==> src/rtl/rx_frame_writer.sv <==
// ---------------------------------------------------------------------------
// rx_frame_writer
//   Packs received radio payload bytes into 16-bit SRAM words. Each frame is
//   written as a sync word (16'h2DD4), then {length, byte0}, then byte pairs
//   with the earlier byte in the high half. An odd trailing byte is padded
//   with 8'h00 in the low half. An aborted frame is completed with zero bytes
//   so the SRAM word count always matches the advertised length.
//
// Ports
//   clk              : system clock, rising edge
//   reset_n          : asynchronous active-low reset
//   Rx_start         : one-cycle frame start strobe, Rx_len valid with it
//   Rx_len[7:0]      : payload byte count
//   Rx_data[7:0]     : payload byte
//   Rx_data_valid    : Rx_data valid, held by upstream until accepted
//   Rx_ready         : byte accepted when Rx_data_valid && Rx_ready
//   Rx_abort         : upstream abandons the current frame
//   SRAM_write       : SRAM write request
//   SRAM_hint        : SRAM write acknowledge
//   SRAM_full        : SRAM buffer full, blocks new writes and byte intake
//   Data_to_sram     : SRAM write word
//   Pkt_Received_int : one-cycle pulse once a whole frame is in SRAM
//   Drop_count       : rejected Rx_start strobes, saturating at 255
//   Abort_count      : aborted frames, saturating at 255
//   Writer_Status    : FSM state (IDLE=0 HDR=1 GET0=2 GETH=3 GETL=4 WR=5 DONE=6)
//
// Handshakes
//   Byte side : a byte transfers on a rising edge where Rx_data_valid and
//               Rx_ready are both high; Rx_ready never depends on Rx_data_valid.
//   SRAM side : SRAM_write is raised only when SRAM_full was low, then held
//               with Data_to_sram stable until SRAM_hint is sampled high; it is
//               low on the next cycle and stays low at least one cycle before
//               the following write.
// ---------------------------------------------------------------------------
module rx_frame_writer (
  input  logic        clk,
  input  logic        reset_n,
  input  logic        Rx_start,
  input  logic [7:0]  Rx_len,
  input  logic [7:0]  Rx_data,
  input  logic        Rx_data_valid,
  output logic        Rx_ready,
  input  logic        Rx_abort,
  output logic        SRAM_write,
  input  logic        SRAM_hint,
  input  logic        SRAM_full,
  output logic [15:0] Data_to_sram,
  output logic        Pkt_Received_int,
  output logic [7:0]  Drop_count,
  output logic [7:0]  Abort_count,
  output logic [3:0]  Writer_Status
);

  typedef enum logic [3:0] {
    S_IDLE = 4'd0,
    S_HDR  = 4'd1,
    S_GET0 = 4'd2,
    S_GETH = 4'd3,
    S_GETL = 4'd4,
    S_WR   = 4'd5,
    S_DONE = 4'd6
  } state_t;

  localparam logic [15:0] SYNC_WORD = 16'h2DD4;

  state_t     state;
  logic [7:0] len_q;
  logic [7:0] rem_q;        // payload bytes still to be packed
  logic [7:0] hi_q;         // high byte of the pair being assembled
  logic       abort_pend_q; // abort seen, not yet applied to a byte
  logic       abort_act_q;  // abort applied: remaining bytes become 8'h00

  logic       in_get;
  logic       take;
  logic       fill;
  logic       got;
  logic [7:0] byte_v;
  logic [7:0] rem_dec;
  logic       drop_evt;

  assign in_get = (state == S_GET0) || (state == S_GETH) || (state == S_GETL);

  // Intake stops once an abort is known and while the SRAM is full, so
  // nothing is taken in that could not eventually be written.
  assign Rx_ready = in_get && !abort_pend_q && !abort_act_q && !SRAM_full;

  assign Writer_Status = state;

  always_comb begin
    take     = Rx_ready && Rx_data_valid;
    // After an abort each GET state consumes a zero byte without a handshake.
    fill     = in_get && !take && (abort_pend_q || abort_act_q || Rx_abort);
    got      = take || fill;
    byte_v   = take ? Rx_data : 8'h00;
    rem_dec  = (rem_q != 8'd0) ? (rem_q - 8'd1) : 8'd0;
    drop_evt = Rx_start && ((state != S_IDLE) || (Rx_len == 8'd0));
  end

  always_ff @(posedge clk or negedge reset_n) begin
    if (!reset_n) begin
      state            <= S_IDLE;
      len_q            <= 8'd0;
      rem_q            <= 8'd0;
      hi_q             <= 8'd0;
      abort_pend_q     <= 1'b0;
      abort_act_q      <= 1'b0;
      SRAM_write       <= 1'b0;
      Data_to_sram     <= 16'h0000;
      Pkt_Received_int <= 1'b0;
      Drop_count       <= 8'd0;
      Abort_count      <= 8'd0;
    end else begin
      Pkt_Received_int <= 1'b0;

      if (drop_evt && (Drop_count != 8'hFF)) begin
        Drop_count <= Drop_count + 8'd1;
      end

      // Abort bookkeeping shared by the three GET states.
      if (in_get) begin
        if (take && Rx_abort) begin
          abort_pend_q <= 1'b1;
        end
        if (fill && !abort_act_q) begin
          abort_act_q  <= 1'b1;
          abort_pend_q <= 1'b0;
          if (Abort_count != 8'hFF) begin
            Abort_count <= Abort_count + 8'd1;
          end
        end
      end

      case (state)
        S_IDLE: begin
          // Rx_start wins over a simultaneous Rx_abort here.
          if (Rx_start && (Rx_len != 8'd0)) begin
            len_q        <= Rx_len;
            rem_q        <= Rx_len;
            abort_pend_q <= 1'b0;
            abort_act_q  <= 1'b0;
            Data_to_sram <= SYNC_WORD;
            state        <= S_HDR;
          end
        end

        S_HDR, S_WR: begin
          // An abort arriving mid-write is held until the next GET state.
          if ((state == S_WR) && Rx_abort && !abort_act_q) begin
            abort_pend_q <= 1'b1;
          end
          if (!SRAM_write) begin
            if (!SRAM_full) begin
              SRAM_write <= 1'b1;
            end
          end else if (SRAM_hint) begin
            SRAM_write <= 1'b0;
            if (state == S_HDR) begin
              state <= S_GET0;
            end else if (rem_q == 8'd0) begin
              Pkt_Received_int <= 1'b1;
              state            <= S_DONE;
            end else begin
              state <= S_GETH;
            end
          end
        end

        S_GET0: begin
          if (got) begin
            Data_to_sram <= {len_q, byte_v};
            rem_q        <= rem_dec;
            state        <= S_WR;
          end
        end

        S_GETH: begin
          if (got) begin
            rem_q <= rem_dec;
            if (rem_q == 8'd1) begin
              Data_to_sram <= {byte_v, 8'h00};
              state        <= S_WR;
            end else begin
              hi_q  <= byte_v;
              state <= S_GETL;
            end
          end
        end

        S_GETL: begin
          if (got) begin
            Data_to_sram <= {hi_q, byte_v};
            rem_q        <= rem_dec;
            state        <= S_WR;
          end
        end

        S_DONE: begin
          state <= S_IDLE;
        end

        default: begin
          state <= S_IDLE;
        end
      endcase
    end
  end

endmodule

==> config.mk <==
export PLATFORM = sky130hd
export DESIGN_NAME = rx_frame_writer
export DESIGN_NICKNAME = d
export VERILOG_FILES = /design/src/rtl/rx_frame_writer.sv
export SDC_FILE = /design/constraint.sdc
export NUM_CORES = 1
export LEC_CHECK = 0
export ABC_AREA = 1
export ABC_CLOCK_PERIOD_IN_PS = 2470
export CORE_MARGIN = 2
export CORE_UTILIZATION = 53
export CTS_CLUSTER_SIZE = 12
export DETAILED_ROUTE_END_ITERATION = 10
export GPL_TIMING_DRIVEN = 0
export HOLD_SLACK_MARGIN = 0.1
export PLACE_DENSITY = 0.88
export SYNTH_ARGS = -nofsm -noshare
export SYNTH_HDL_FRONTEND = slang
export SYNTH_SLANG_ARGS = --single-unit
==> constraint.sdc <==
create_clock -name clk -period 2.47 [get_ports clk]
set_input_delay 0.3705 -clock clk [delete_from_list [all_inputs] [get_ports clk]]
set_output_delay 0.3705 -clock clk [all_outputs]
set_load 0.02 [all_outputs]
# After elaboration in Yosys (flattened, before gate mapping)
# Cells that the tools add are included.
# op_classes
eq_ne,17
n_lt_le_gt_ge,0
n_addsub,3
n_reduce_logical,40
n_shift,0
n_div,0
multipliers,0
bitwise,1
mux,38
# op_table
cell,count
$mux W16,5
$pmux W16 S4,1
$mux W8,4
$mux W4,5
$mux W1,18
$add A8 B1 Y8 const B,2
$logic_not A8 Y1,2
$ne A8 B8 Y1 const B,2
$pmux W4 S4,1
$pmux W8 S2,1
$reduce_bool A8 Y1,2
$logic_and A1 B1 Y1,13
$ne A2 B2 Y1 const B,6
$reduce_and A3 Y1,3
$eq A4 B2 Y1 const B,2
$eq A4 B3 Y1 const B,2
$eq A8 B1 Y1 const B,1
$reduce_bool A4 Y1,2
$sub A8 B1 Y8 const B,1
$logic_or A1 B1 Y1,6
$mux W3,2
$ne A2 B1 Y1 const B,3
$reduce_and A6 Y1,1
$reduce_and A5 Y1,1
other kinds (9),13
# word_totals
ff_bits,64
memories,0
mem_bits_rw,0
latch_bits,0
elab_cells,110
mem_bits_ro,0

# Depth between registers and ports, before layout
# Gate-level depths: netlist (run 1).
# depth
word_depth,15
ltp_mapped,11

# Worst setup path before layout (run 1)
# Ideal clock, no wire load.
# synth_path
path_type,register to output
start,"reg state[1], in the netlist Writer_Status[1]"
end,out Rx_ready
arrival_ps,1464
path_stages_with_launch,7
path_slack_ps,635
n_path_buf,1
path_cell_list,dfrtp_1 > nor2_1 > nand2_1 > nand2_2 > buf_6 > inv_2 > nor3_1
# synth_via
elab_chain_cells,6
# synth_rtl
element,line_no,rtl
from (decl),66,state_t state;
from (signal assigned),101,state <= S_IDLE;
from (signal assigned),142,state <= S_HDR;
from (signal assigned),158,state <= S_GET0;
$eq A4 B2 Y1,81,assign in_get = (state == S_GET0) || (state == S_GETH) || (state == S_GETL);
$logic_or A1 B1 Y1,81,
$logic_or A1 B1 Y1 (*),81,
$logic_and A1 B1 Y1 (*) (3 in a row),85,assign Rx_ready = in_get && !abort_pend_q && !abort_act_q && !SRAM_full;
to (decl),42,"output logic Rx_ready,"
# Mark *: on every way between the ends. The rest lies on a longest branch, timed or not.

# Final worst setup path (run 1)
# Same ends and word-level chain as after synthesis.

==> flow_metrics.tcl, run 1 <==
set metrics [dict create \
    seq_area_frac_synth 0.459 \
    drtIter0Drc 228 \
    grt-ovfl-total 0 \
    r2r.worst_path.cells 7 \
    diodes 0 \
    pin_count 62 \
    grt_max_degree 36 \
    synth-seq-cells 63 \
    std_cell_rows 29 \
    clockRootBuffer "clkbuf_8" \
    grt_pass1_vias 3158 \
    antenna_found_initial 0 \
    critPathTopFamily "buffers and inverters" \
    dr_total_vias 3352 \
    dr.pass1.iters 5 \
    yosys_warnings 0 \
    worstPathArrival_ns 1.90 \
    drive_above_1_share 0.0741 \
    ys_top_cells_by_area "dfrtp_1 (46%), nand2_1 (21%), nand3_1 (4.7%)" \
    crit_chain "nor2_1, nand2_1, nand2_2, buf_6, inv_2, nor3_1, dlygate4sd2_1" \
    synthCells 463 \
    cts.sinks 63 \
    tightest_slew_ns 0.815 \
    status "finished, final reports clean" \
    p_per_area_nw_per_um2 1230 \
    synth.distinct_cells 33 \
    finClkSkew_ns 0.0109 \
    drc 0 \
    avgViaCountPerCell 5.43 \
    syn_avg_cell_area_um2 7.42 \
    clock_latency_ns 0.36 \
    multi_input_area_um2 1630 \
    reg2reg_slack_ns 0.51 \
    synth_top_area_cell "dfrtp_1" \
    fin_nets 562 \
    path_clk_slew_ns 0.08 \
    finalCritPeriodShare 0.920 \
    power.leakage_nw 2.22 \
    seqCellArea_um2 1580 \
    finalSetupViolCount 0 \
    area_growth_pct 27.8 \
    grt_pass1_wl_um 14100 \
    htreeDepth 3 \
    reg2reg_to "hi_q[2]" \
    cp_max_fo 10 \
    cp_num_buf_inv 3 \
    die_w_um 84.5 \
    report.final.slew_viol_count 0 \
    fin_crit_ns 2.27 \
    synth_top_area_share 0.459 \
    syn_area_um2 3440 \
    initial_utilization 0.544 \
    ant_nets 0 \
    fmax_ghz 0.440 \
    fin_hold_ws_ns 0.104 \
    ctsHoldBuffers 0 \
    cts_tree "done" \
    r2r-start "Writer_Status[2]" \
    wire_per_inst_um 13.6 \
    synth-async-reset-ratio 1.00 \
    coreArea_um2 6310 \
    place_congestion 0.980 \
    cpMaxStageDelayCell "dfrtp_1" \
    worstPathRequired_ns 2.10 \
    synth-main-ff-cell "dfrtp_1" \
    slew_headroom 0.457 \
    critPathLaunchType "flop" \
    synth_commonest_cells "nand2_1 (193), dfrtp_1 (63), inv_1 (40)" \
    gr-usage-all-layers 0.245 \
    ir_drop_mv 0.845 \
    hold_path.class "input pin to asynchronous set/reset pin" \
    synth.most_common_cell "nand2_1" \
    syn_nets 490 \
    io_buffers 60 \
    rsz0062_at_grt "false" \
    cap_violations 0 \
    fin_util 0.696 \
    fillers 482 \
    critPathKind "flop to primary output" \
    synth_edf_count 0 \
    wirelength_um 8370 \
    die_area_um2 7150 \
    max_stage_delay_ns 0.46 \
    hold_violations 0 \
    cts_made_buffers 9 \
    die-height_um 84.5 \
    hpwl_um 6150 \
    cts_buffer_depth 2 \
    endpoint_kind "primary output" \
]
-- placed cells by master, fill, tap and decap left out, types with 6 or more instances in the layout --
cell type / n
xor2_1: 9
clkdlybuf4s50_1: 58
inv_1: 40
nand4_1: 11
dfrtp_1: 63
nor3_1: 6
a21oi_1: 6
clkbuf_8: 9
nand2_1: 193
nand3_1: 32
o21ai_0: 24
nor2_1: 32
-- state kept, by name (all words and copies together) (netlist names) --
name and flops:
Abort_count 8, Data_to_sram 16, Drop_count 8, Pkt_Received_int 1
SRAM_write 1, Writer_Status 3, abort_act_q 1, abort_pend_q 1
hi_q 8, len_q 8, rem_q 8
-- logic make-up (layout without fill, tap and decap cells) --
| logic type | count (synthesis) | after routing | synth area share |
|---|---|---|---|
| AND/OR/NAND/NOR | 289 | 289 | 0.360 |
| flip-flops | 63 | 63 | 0.459 |
| buffers and inverters | 53 | 130 | 0.0659 |
| AO/OA/AOI/OAI | 41 | 41 | 0.0688 |
| XOR/XNOR | 12 | 12 | 0.0306 |
| adder cells (fa/ha/maj) | 4 | 4 | 0.0146 |
| other | 1 | 1 | 0.00109 |
-- worst register-to-register path: stages (launching register included) --
cell	delay, ns
dfrtp_1	0.45
inv_1	0.14
nand2_1	0.10
nor2_1	0.13
clkbuf_1	0.38
nand3b_1	0.36
nand2_1	0.16
o21ai_0	0.10
-- repair_timing --
| item | 4_1_cts | 5_1_grt |
|---|---|---|
| gates resized for setup | 1 | 0 |
| setup buffers | 0 | 0 |
| setup endpoints to repair | 1 | 0 |
| endpoints found under the hold margin | 0 | 0 |
-- how the worst max path moves through the flow --
| stage | from | endpoint | slack, ns | depth (start not counted) |
|---|---|---|---|---|
| after global placement | reset_n | Data_to_sram[8] | -0.96 | 1 |
| after CTS | Writer_Status[1] | Rx_ready | 0.18 | 7 |
| after detailed placement | Writer_Status[1] | Rx_ready | 0.28 | 7 |
| after floorplan | Writer_Status[1] | Rx_ready | 0.64 | 6 |
| final | Writer_Status[1] | Rx_ready | 0.20 | 7 |
| after global routing | Writer_Status[1] | Rx_ready | 0.09 | 7 |
-- metrics by stage --
stage	std cells	power [mW]	TNS, ns	worst slack, ns	area, um^2
floorplan	463	3.39	0	0.635	3440
global placement	600	4.15	-59.90	-0.955	4130
detailed placement	601	4.26	0	0.279	4150
CTS	617	5.38	0	0.184	4390
global route	617	5.77	0	0.0853	4390
finish	617	5.38	0	0.199	4390
-- cell type report --
type / instances / share of cell area
Multi-Input combinational cell: 347 / 0.372
Sequential cell: 63 / 0.359
Timing Repair Buffer: 61 / 0.140
Inverter: 43 / 0.0367
Clock buffer: 9 / 0.0282
Clock inverter: 7 / 0.0276
Tap cell: 77 / 0.0219
Buffer: 10 / 0.0148
-- power by group --
| part | internal [mW] | switching [mW] | total (mW) |
|---|---|---|---|
| Clock | 0.673 | 0.432 | 1.10 |
| Sequential | 1.40 | 0.302 | 1.70 |
| Combinational | 0.982 | 1.59 | 2.57 |
-- layer usage --
metal / share of wire / track usage / wire (um)
met5: 0 / 0 / 0
met4: 0.023 / 0.118 / 196
met3: 0.055 / 0.0393 / 458
met2: 0.51 / 0.419 / 4290
met1: 0.41 / 0.302 / 3420
(Power assumes the default switching activity.)
==> run 2: changes to the inputs <==
- ABC_AREA: 1 -> unset
- PLACE_DENSITY: 0.88 -> 0.89
==> flow_metrics.tcl, run 2 <==
set metrics [dict create \
    status "finished, final reports clean" \
    synth_top_area_cell "dfrtp_1" \
    endpoint_kind "primary output" \
    grt_pass1_vias 2655 \
    antenna_found_initial 0 \
    hold_violations 0 \
    critPathLaunchType "flop" \
    fin_util 0.701 \
    die-height_um 82.6 \
    drc 0 \
    hpwl_um 5650 \
    cp_max_fo 10 \
    place_congestion 0.906 \
    worstPathRequired_ns 2.10 \
    wirelength_um 7750 \
    finClkSkew_ns 0.00623 \
    p_sw_frac 0.410 \
    diodes 0 \
    power.leakage_nw 1.76 \
    area_growth_pct 27.3 \
    rsz0062_at_grt "false" \
    cts_tree "done" \
    cpMaxStageDelayCell "dfrtp_1" \
    slew_headroom 0.492 \
    clockRootBuffer "clkbuf_8" \
    cap_violations 0 \
    critPathTopFamily "buffers and inverters" \
    coreArea_um2 5960 \
    synth-seq-cells 63 \
    power_frac_seq 0.343 \
    synth.distinct_cells 59 \
    die_area_um2 6830 \
    cts_made_buffers 9 \
    final_common_cell "dfrtp_1" \
    initial_utilization 0.550 \
    std_cell_rows 28 \
    synthCells 305 \
    dr_total_vias 2771 \
    fmax_ghz 0.423 \
    grt-ovfl-total 0 \
    crit_top_cell "buf_4" \
    p_comb_frac 0.511 \
    ir_drop_mv 0.769 \
    yosys_warnings 0 \
    ctsHoldBuffers 0 \
    hold_path.class "input pin to asynchronous set/reset pin" \
    final_cell_mix "dfrtp_1 (63), clkdlybuf4s50_1 (58), nand2_1 (23)" \
    wire_per_inst_um 16.9 \
    avgViaCountPerCell 6.06 \
    p_total_mw 5.16 \
    synth_compound_area_frac 0.171 \
    grt_max_degree 34 \
    finalWorstSetupSlack_ns 0.103 \
    reg2reg_slack_ns 0.28 \
    grt_pass1_wl_um 12800 \
    die_w_um 82.6 \
    pin_count 62 \
    synth.most_common_cell "dfrtp_1" \
    drive_above_1_share 0.154 \
    clock_latency_ns 0.34 \
    cts.sinks 63 \
    synth-async-reset-ratio 1.00 \
    finalSetupViolCount 0 \
    tightest_slew_ns 0.763 \
    gr-usage-all-layers 0.250 \
    synth_commonest_cells "dfrtp_1 (63), nand2_1 (23), a21oi_1 (20)" \
    syn_nets 332 \
    cts_buffer_depth 2 \
    yosys.area_share.simple 0.176 \
    syn_area_um2 3280 \
    p_sw_mw 2.11 \
    synth_top_family_by_area "simple AND/OR/NAND/NOR gates" \
    synth_top_area_share 0.481 \
    htreeDepth 3 \
    worstPathArrival_ns 2.00 \
    largest_reg_flops 16 \
    syn_avg_cell_area_um2 10.7 \
    critPathKind "flop to primary output" \
    max_stage_delay_ns 0.41 \
    synth-main-ff-cell "dfrtp_1" \
    drtIter0Drc 304 \
    synth_edf_count 0 \
    cp_num_buf_inv 4 \
    path_clk_slew_ns 0.07 \
    top_register "Data_to_sram" \
    dr.pass1.iters 5 \
    fin_nets 405 \
    synth_mux_area_frac 0.0828 \
    ys_top_cells_by_area "dfrtp_1 (48%), mux2_2 (5.8%), a22o_1 (3.2%)" \
    fin_crit_ns 2.37 \
    report.final.slew_viol_count 0 \
    p_per_area_nw_per_um2 1240 \
    clock_power_share 0.146 \
    ant_nets 0 \
    fin_hold_ws_ns 0.0965 \
    crit_chain "buf_4, and2b_2, a21oi_4, buf_4, buf_6, nor4_1, buf_2" \
    seq_area_frac_synth 0.481 \
    synth_fa_ha_area_frac 0.0153 \
    io_buffers 60 \
    finalCritPeriodShare 0.958 \
    synth-xor-area-share 0.0374 \
    place_ws_ns -0.249 \
    internal_power_mw 3.04 \
]
==> run 2: cell types whose count changed after synthesis, sizes merged, moves of 6 or more <==
cell	change
a21oi	+16
a22o	+12
inv	-36
mux2	+19
nand2	-173
nand3	-31
nor2	-16
nor4	+6
o21ai	-18
o31ai	+6
xnor2	+9
xor2	-7
==> run 2: final timing paths <==
path                                       start                to  depth (start not counted)
max in group asynchronous                reset_n  Data_to_sram[15]                          2
worst min register to register   Data_to_sram[0]   Data_to_sram[0]                          1
worst max register to register          rem_q[1]          rem_q[1]                          7
worst max-delay path            Writer_Status[1]          Rx_ready                          7
worst min-delay path                     reset_n     Drop_count[0]                          1
min in group clk                 Data_to_sram[0]   Data_to_sram[0]                          1
==> run 2: kinds of logic (layout without fill, tap and decap cells) <==
| family | count (synthesis) | in the layout |
|---|---|---|
| muxes | 24 | 24 |
| xor gates and xnor gates | 14 | 14 |
| buffers and inverters | 21 | 98 |
| other | 1 | 1 |
| and+or+nand+nor | 102 | 102 |
| adders and majority gates | 4 | 4 |
| DFF | 63 | 63 |
| AOI/OAI and AO/OA | 76 | 76 |
==> run 2: power groups by stage <==
stage	logic [mW]	clock network [mW]	registers [mW]
2_1_floorplan	1.52	0	1.93
3_3_place_gp	2.47	0	1.75
3_5_place_dp	2.56	0	1.77
4_1_cts	2.63	0.764	1.76
5_1_grt	2.88	0.808	1.82
6_report	2.64	0.752	1.77
==> run 2: final cells by class <==
cell class	instances	area (um^2)
well taps	75	93.8
inverters	7	26.3
flip-flops and latches	63	1580
clock buffers	14	153
repair buffers	62	618
multi-input cells	221	1600
plain buffers	14	105
fillers	453	1780
clock inverters	1	5.00
==> run 2: through the flow <==
| stage | cell area [um^2] | instances | setup TNS [ns] |
|---|---|---|---|
| floorplan | 3280 | 305 | 0 |
| global placement | 3970 | 440 | -58.92 |
| detailed placement | 3990 | 441 | -1.32 |
| CTS | 4180 | 457 | 0 |
| global route | 4170 | 457 | 0 |
| finish | 4170 | 457 | 0 |
==> run 2: layer usage <==
metal / track usage / vias to the layer above / wire (um)
met2: 0.400 / 118 / 3800
li1: - / 1283 / -
met3: 0.0576 / 13 / 491
met4: 0.0967 / 0 / 130
met5: 0 / - / 0
met1: 0.332 / 1357 / 3320
==> run 2: what timing repair did <==
action / CTS / global route
gates resized for setup: 12 / 1
buffers inserted: 1 / 0
endpoints found under the setup margin: 1 / 1
pin swaps: 1 / 0
endpoints found under the hold margin: 0 / 0
==> run 3: changes to the inputs <==
- CAP_MARGIN: unset -> 15
- SLEW_MARGIN: unset -> 15
==> flow_metrics.tcl, run 3 (synthesis gave the netlist of run 2 again) <==
set metrics [dict create \
    status "finished, final reports clean" \
    hpwl_um 5560 \
    fin_tns_setup_ns 0 \
    final_common_cell "dfrtp_1" \
    final_cells 458 \
    reg2reg_slack_ns 0.20 \
    place_congestion 0.906 \
    critPathKind "flop to primary output" \
    fmax_ghz 0.415 \
    p_per_area_nw_per_um2 1240 \
    p_comb_frac 0.514 \
    dr_total_vias 2804 \
    pin_count 62 \
    grt-ovfl-total 0 \
    dp_cells 440 \
    power_frac_seq 0.342 \
    dr.pass1.iters 5 \
    finalWorstSetupSlack_ns 0.0588 \
    grt_max_degree 64 \
    drtIter0Drc 328 \
    avgViaCountPerCell 6.12 \
    clock_latency_ns 0.33 \
    top_register "Data_to_sram" \
    ant_nets 0 \
    fin_crit_ns 2.41 \
    drc 0 \
    ir_drop_mv 0.778 \
    p_sw_frac 0.410 \
    io_buffers 60 \
    reg2reg_to "rem_q[1]" \
    place_ws_ns -0.244 \
    cts.sinks 63 \
    path_clk_slew_ns 0.07 \
    critPathTopFamily "buffers and inverters" \
    largest_reg_flops 16 \
    r2r.worst_path.cells 7 \
    diodes 0 \
    grt_pass1_wl_um 12400 \
    cap_violations 0 \
    area_growth_pct 27.1 \
    r2r-start "rem_q[0]" \
    crit_top_cell "buf_4" \
    hold_violations 0 \
    cp_num_buf_inv 4 \
    design_area_um2 4170 \
    cp_max_fo 10 \
    hold_path.class "input pin to asynchronous set/reset pin" \
    cts_tree "done" \
    worstPathArrival_ns 2.04 \
    htreeDepth 3 \
    die-height_um 82.6 \
    gr-usage-all-layers 0.243 \
    die_area_um2 6830 \
    coreArea_um2 5960 \
    initial_utilization 0.550 \
    max_stage_delay_ns 0.42 \
    fin_nets 406 \
    drive_above_1_share 0.157 \
    tightest_slew_ns 0.779 \
    clock_power_share 0.144 \
    cpMaxStageDelayCell "dfrtp_1" \
    ctsHoldBuffers 0 \
    report.final.slew_viol_count 0 \
    endpoint_kind "primary output" \
    critPathLaunchType "flop" \
    grt_pass1_vias 2602 \
    finalCritPeriodShare 0.976 \
    wire_per_inst_um 16.9 \
    final_cell_mix "dfrtp_1 (63), clkdlybuf4s50_1 (58), nand2_1 (23)" \
    cts_buffer_depth 2 \
    power.leakage_nw 1.76 \
    finalSetupViolCount 0 \
    internal_power_mw 3.06 \
    crit_chain "buf_4, and2b_2, a21oi_4, buf_4, buf_4, nor4_1, buf_2" \
    finClkSkew_ns 0.00906 \
    die_w_um 82.6 \
    worstPathRequired_ns 2.10 \
    clockRootBuffer "clkbuf_8" \
    slew_headroom 0.481 \
    std_cell_rows 28 \
    antenna_found_initial 0 \
    cts_made_buffers 9 \
    wirelength_um 7730 \
    placed_cell_area_um2 3970 \
    p_sw_mw 2.12 \
]
run 3: cell types whose count changed in the layout (fill, tap and decap cells not counted), sizes merged:
cell,before,now
buf,15,16
run 3: how the worst max path moves through the flow:
stage | start | end | depth (start not counted)
floorplan | Writer_Status[1] | Rx_ready | 6
global placement | reset_n | Data_to_sram[7] | 1
detailed placement | Writer_Status[1] | Rx_ready | 7
CTS | Writer_Status[1] | Rx_ready | 7
global route | Writer_Status[1] | Rx_ready | 7
finish | Writer_Status[1] | Rx_ready | 7
run 3: area by class of cell:
| class | count | area (um^2) |
|---|---|---|
| plain buffers | 14 | 101 |
| repair buffers | 63 | 616 |
| multi-input cells | 221 | 1600 |
| well taps | 75 | 93.8 |
| flip-flops and latches | 63 | 1580 |
| clock inverters | 1 | 5.00 |
| fillers | 428 | 1790 |
| inverters | 7 | 26.3 |
| clock buffers | 14 | 153 |
run 3: layer usage:
| layer | vias up | GRT usage | part of all wire |
|---|---|---|---|
| li1 | 1290 | - | - |
| met1 | 1337 | 0.325 | 0.43 |
| met2 | 152 | 0.385 | 0.48 |
| met3 | 25 | 0.0457 | 0.068 |
| met4 | 0 | 0.107 | 0.024 |
| met5 | - | 0 | 0 |
run 3: what timing repair did:
| item | in CTS | in global routing |
|---|---|---|
| setup endpoints to repair | 1 | 1 |
| resized for setup | 10 | 2 |
| pin swaps | 0 | 1 |
| buffers inserted | 0 | 3 |
run 3: stage by stage:
step | power, mW | utilization | hold slack (ns)
6_report | 5.18 | 0.700 | 0.0997
2_1_floorplan | 3.45 | - | 0.0749
5_1_grt | 5.50 | 0.700 | 0.187
3_3_place_gp | 4.22 | 0.667 | 0.475
4_1_cts | 5.11 | 0.695 | 0.144
3_5_place_dp | 4.34 | 0.667 | 0.482
run 3: power by group through the flow:
stage	Combinational (mW)	Clock, mW	Sequential (mW)
final	2.66	0.746	1.77
after floorplan	1.52	0	1.93
after global routing	2.88	0.801	1.82
after global placement	2.47	0	1.75
after CTS	2.58	0.761	1.76
after detailed placement	2.56	0	1.78
